--- src/rtl/nonce_scan.sv ---
// nonce_scan: reads back per-nonce hash words, finds the minimum and compares it
// against the latched target. Optional NONCE_SCAN_EARLY_EXIT_EN stops at the first hit.
module nonce_scan #(
    parameter int unsigned NUM_NONCES = 16
) (
    input  logic        clk,
    input  logic        reset_n,
    input  logic        start,
    input  logic [15:0] result_addr,
    input  logic [15:0] status_addr,
    input  logic [31:0] target,
    output logic        done,
    output logic        found,
    output logic [7:0]  best_nonce,
    output logic [31:0] best_hash,
    output logic        mem_clk,
    output logic        mem_we,
    output logic [15:0] mem_addr,
    output logic [31:0] mem_write_data,
    input  logic [31:0] mem_read_data
);

    typedef enum logic [1:0] {IDLE, SCAN, WRITE} state_t;

    localparam logic [8:0] LAST_IDX = 9'(NUM_NONCES - 1);
    localparam logic [8:0] N_WORDS  = 9'(NUM_NONCES);

    state_t      state, state_nxt;
    logic [15:0] base_addr;
    logic [15:0] stat_addr;
    logic [31:0] tgt;
    logic [8:0]  rd_cnt;
    logic [8:0]  cmp_cnt;
    logic        issue;
    logic        cmp_valid;
    logic        last_cmp;
    logic        better;
    logic [31:0] new_best;
    logic        stop;

`ifdef NONCE_SCAN_EARLY_EXIT_EN
    // Set once a qualifying hash is seen; the following SCAN cycle only drains the read in flight.
    logic hit_pend;
    logic hit;
    assign stop = hit_pend;
    assign hit  = cmp_valid && (mem_read_data < tgt);
`else
    assign stop = 1'b0;
`endif

    assign mem_clk = clk;
    assign done    = (state == IDLE);

    always_comb begin
        issue     = (state == SCAN) && (rd_cnt < N_WORDS) && !stop;
        cmp_valid = (state == SCAN) && (cmp_cnt < rd_cnt) && !stop;
        last_cmp  = cmp_valid && (cmp_cnt == LAST_IDX);
        better    = mem_read_data < best_hash;
        new_best  = better ? mem_read_data : best_hash;
    end

    always_comb begin
        state_nxt = state;
        unique case (state)
            IDLE:    if (start) state_nxt = SCAN;
            SCAN:    if (last_cmp || stop) state_nxt = WRITE;
            WRITE:   state_nxt = IDLE;
            default: state_nxt = IDLE;
        endcase
    end

    always_comb begin
        mem_we         = 1'b0;
        mem_addr       = '0;
        mem_write_data = '0;
        if (state == WRITE) begin
            mem_we         = 1'b1;
            mem_addr       = stat_addr;
            mem_write_data = {found, 15'b0, 8'b0, best_nonce};
        end else if (issue) begin
            mem_addr = base_addr + {7'b0, rd_cnt};
        end
    end

    always_ff @(posedge clk) begin
        if (!reset_n) begin
            state      <= IDLE;
            base_addr  <= '0;
            stat_addr  <= '0;
            tgt        <= '0;
            rd_cnt     <= '0;
            cmp_cnt    <= '0;
            found      <= 1'b0;
            best_nonce <= '0;
            best_hash  <= '1;
`ifdef NONCE_SCAN_EARLY_EXIT_EN
            hit_pend   <= 1'b0;
`endif
        end else begin
            state <= state_nxt;
            if (state == IDLE && start) begin
                base_addr  <= result_addr;
                stat_addr  <= status_addr;
                tgt        <= target;
                rd_cnt     <= '0;
                cmp_cnt    <= '0;
                found      <= 1'b0;
                best_nonce <= '0;
                best_hash  <= '1;
`ifdef NONCE_SCAN_EARLY_EXIT_EN
                hit_pend   <= 1'b0;
`endif
            end
            if (issue) rd_cnt <= rd_cnt + 9'd1;
            if (cmp_valid) begin
                cmp_cnt <= cmp_cnt + 9'd1;
                found   <= new_best < tgt;
                if (better) begin
                    best_hash  <= mem_read_data;
                    best_nonce <= cmp_cnt[7:0];
                end
`ifdef NONCE_SCAN_EARLY_EXIT_EN
                if (hit && !last_cmp) hit_pend <= 1'b1;
`endif
            end
        end
    end

endmodule

--- config.mk ---
export PLATFORM = sky130hd
export DESIGN_NAME = nonce_scan
export DESIGN_NICKNAME = d
export VERILOG_FILES = /design/src/rtl/nonce_scan.sv
export SDC_FILE = /design/constraint.sdc
export NUM_CORES = 1
export LEC_CHECK = 0
export ABC_AREA = 0
export CAP_MARGIN = 20
export CORE_MARGIN = 2
export CORE_UTILIZATION = 51
export CTS_CLUSTER_SIZE = 30
export DETAILED_ROUTE_END_ITERATION = 10
export PLACE_DENSITY = 0.9
export SLEW_MARGIN = 20
export SYNTH_ARGS = -nofsm -noshare
export SYNTH_HDL_FRONTEND = slang
export SYNTH_SLANG_ARGS = --single-unit
--- constraint.sdc ---
create_clock -name clk -period 5.1 [get_ports clk]
set_clock_uncertainty 0.15 [all_clocks]
set_input_delay 0.765 -clock clk [delete_from_list [all_inputs] [get_ports clk]]
set_output_delay 0.765 -clock clk [all_outputs]
set_load 0.05 [all_outputs]
==> results.md <==
- Area growth from synthesis to layout: 29.1%
- Share of layout cells above drive strength 1: 4.54%
- Slowest CP cell: clkdlybuf4s50_1
- Worst r2r path cells: 16
- Count of instances resized after the clock tree is built: 0
- Path type of the worst min-delay path: reg -> reg
- Number of global-route vias before repair: 7580
- Max-Slew Margin vs Limit: 47.6%
- Most used standard cell by instance count after synthesis: nand2_1
- Final setup vio count: 0
- Hold_buf cts: 0
- Power Dens Cells: 277 nW/um^2
- Via/cell ratio: 5.71
- Post-synthesis cell count: 1020
- Post-synthesis sequential area ratio: 32.1%
- Clock edge transition at the registers on the reported setup and hold paths: 0.05 ns
- First-pass GRT wire length: 35.0 mm
- Worst r2r src: best_hash[28]
- Initial Utilization: 51.7%
- Number of pins exceeding their max-slew limit in the final report: 0
- Largest cells by area after synthesis: dfxtp_1 (32%), ha_1 (13%), nand2_1 (9.8%), a21boi_0 (6.9%), o21ai_0 (5.2%)
- Peak per-stage delay on the critical path: 0.84 ns
- Detailed Place HPWL: 14.8 mm
- Clock latency reported for the late side of the worst-skew pair: 0.54 ns
- Port Buffer Count: 167
- Asr flop ratio synth: 0%
- Slack of the worst reg-to-reg path: 1.17 ns
- Final number of hold-violating endpoints: 0
- Flip-flop cell with the highest count after synthesis: dfxtp_1
- Final worst path period need: 4.64 ns
- Worst setup SP type: flop
- Crit path max fanout: 6
- Placed Area: 9440 sq um
- Iteration-0 DRC Markers: 513
- Setup repair after global routing missed its margin: false
- Result of the run: finished, final reports clean
- Maximum number of pins on one net before global-route repair: 79
- All-Layer GR Usage: 26.7%
- Max-cap violations: 0
- Total Routed Length: 21.3 mm
- Busiest layer in global routing: met2
- Crit end category: output pin
- Synth unique cells: 56
- Setup CP Type: reg -> out
- Endpoint of the worst hold path: stat_addr[14]
- Required time at the endpoint of the critical path: 4.18 ns
- # Post-CTS Setup Buffers: 0
- Largest voltage drop on the vdd net: 232 uV
- Core Region: 15100 sq um
- Detailed Routing Iterations Pass 1: 4
- I/O pin cnt: 191
- Final setup margin: 0.458 ns
- Pleak: 0.00433 uW
- Global routing met1 resource utilization: 31.8%
- Proportion of netlist area held by the largest area contributor: 32.1%
- Worst Min Path Start: stat_addr[14]
- Achievable Freq: 215 MHz
- Global-route met3 utilization: 6.05%
- Number of core rows: 45
- Pre-CTS setup slack: 0.442 ns
- Height of the chip: 128 um
- Synthesized area per cell: 7.65 sq um
- Slew at the pin closest to its max-slew limit: 0.786 ns
- Count of nets left with antenna violations after detail routing: 0
- TritonCTS clock tree: built
- Diode count: 0
- Critical path, cell by cell: ha_1 > and3_1 > a2111oi_0 > o31a_1 > nor2b_1 > nand3_1 > xor2_1 > o21ai_0 > clkdlybuf4s50_1
- Met2 usage in global routing: 44.9%
- Global placer's final weighted congestion: 0.869
- DIE AREA: 16300 sq um
- Yosys synthesis warning count: 0
- Cell taking the most area after synthesis: dfxtp_1
- Leading cell types by count after synthesis: nand2_1 (204), dfxtp_1 (125), ha_1 (81), o21ai_0 (81), a21boi_0 (72)
- Final routed wire length divided by cell count: 15.7 um
- Final global-route overflow total: 0
- Hold path depth: 2
- Critical path data arrival time: 3.73 ns
- Part of the cycle the worst path needs: 91.0%
- Vias post-DR: 7732
- # DRC: 0
- Summed instance area of the synthesized netlist: 7800 sq um
- Antenna violations before repair: 0
- Number of synthesized flops with an enable pin: 0
- Final core utilization: 66.8%
- Overall power of the completed layout: 2790 uW
- Net count of the finished layout: 1336
- Post-route cell area: 10100 sq um
- FF+latch count, synth: 125
- Setup Total Neg Slack: 0 ns
- Die outline width: 128 um
- RR Endpoint: found
worst max-delay path: cells and delay by family (launching register included):
| kind | cells | cell delay, ns |
|---|---|---|
| flops | 1 | 0.33 |
| simple gates | 3 | 0.46 |
| xor+xnor | 1 | 0.08 |
| buf+inv | 1 | 0.84 |
| fa+ha+maj | 1 | 0.36 |
| compound gates | 3 | 1.12 |
cell families after synthesis:
family	after synthesis	synth area share [%]
muxes	2	0.273
DFF	125	32.1
and+or+nand+nor	389	23.4
buffers and inverters	156	9.21
xor gates and xnor gates	15	1.68
AOI/OAI and AO/OA	250	20.1
adders and majority gates	82	13.2
other	1	0.0481
report_power, final:
group | switching [uW] | internal, uW | total (uW) | leakage [uW]
Combinational | 272 | 183 | 456 | 0.00300
Sequential | 26.6 | 1020 | 1040 | 0.00102
Clock | 470 | 826 | 1300 | 0.000317
registers in the layout (all words and copies together) (netlist names):
name / count
base_addr: 16
best_hash: 32
state: 2
tgt: 32
found: 1
stat_addr: 16
best_nonce: 8
cmp_cnt: 9
rd_cnt: 9
layout make-up:
type	instances	area, sq um
clock buffers	28	577
clock inverters	7	62.6
fillers	1201	5010
inverters	71	267
multi-input cells	761	4680
flip-flops and latches	125	2500
well taps	188	235
repair buffers	175	1750
layer usage:
| metal | vias to the layer above | wire (um) |
|---|---|---|
| met5 | - | 0 |
| met3 | 50 | 1370 |
| met2 | 303 | 10400 |
| met1 | 3626 | 8880 |
| li1 | 3753 | - |
| met4 | 0 | 613 |
placed cells by master (no fill, tap or decap), types with 14 or more instances in the layout:
cell type        synthesis  routed
conb_1                   1      23
o21ai_0                 81      81
clkbuf_16                0      20
nand3_1                 29      29
dfxtp_1                125     125
nand2_1                204     203
a21oi_1                 29      29
ha_1                    81      81
and2_1                  15      14
nor2_1                  19      19
nor3_1                  40      40
clkdlybuf4s50_1          0     166
nor4_1                  35      35
a21boi_0                72      72
o21ai_1                 28      27
inv_1                   71      71
through the flow:
stage               std cells  hold slack, ns
finish                   1355           0.314
global route             1355           0.340
CTS                      1355           0.315
detailed placement       1321           0.308
global placement         1321           0.301
floorplan                1042           0.289
how the worst max path moves through the flow:
stage	start	to	slack, ns
CTS	rd_cnt[3]	mem_addr[15]	0.52
floorplan	best_hash[1]	found	1.14
finish	rd_cnt[4]	mem_addr[15]	0.46
global placement	mem_read_data[28]	found	0.52
detailed placement	mem_read_data[1]	found	0.44
global route	rd_cnt[3]	mem_addr[15]	0.37
No activity file was read; power rests on OpenSTA's default activity.
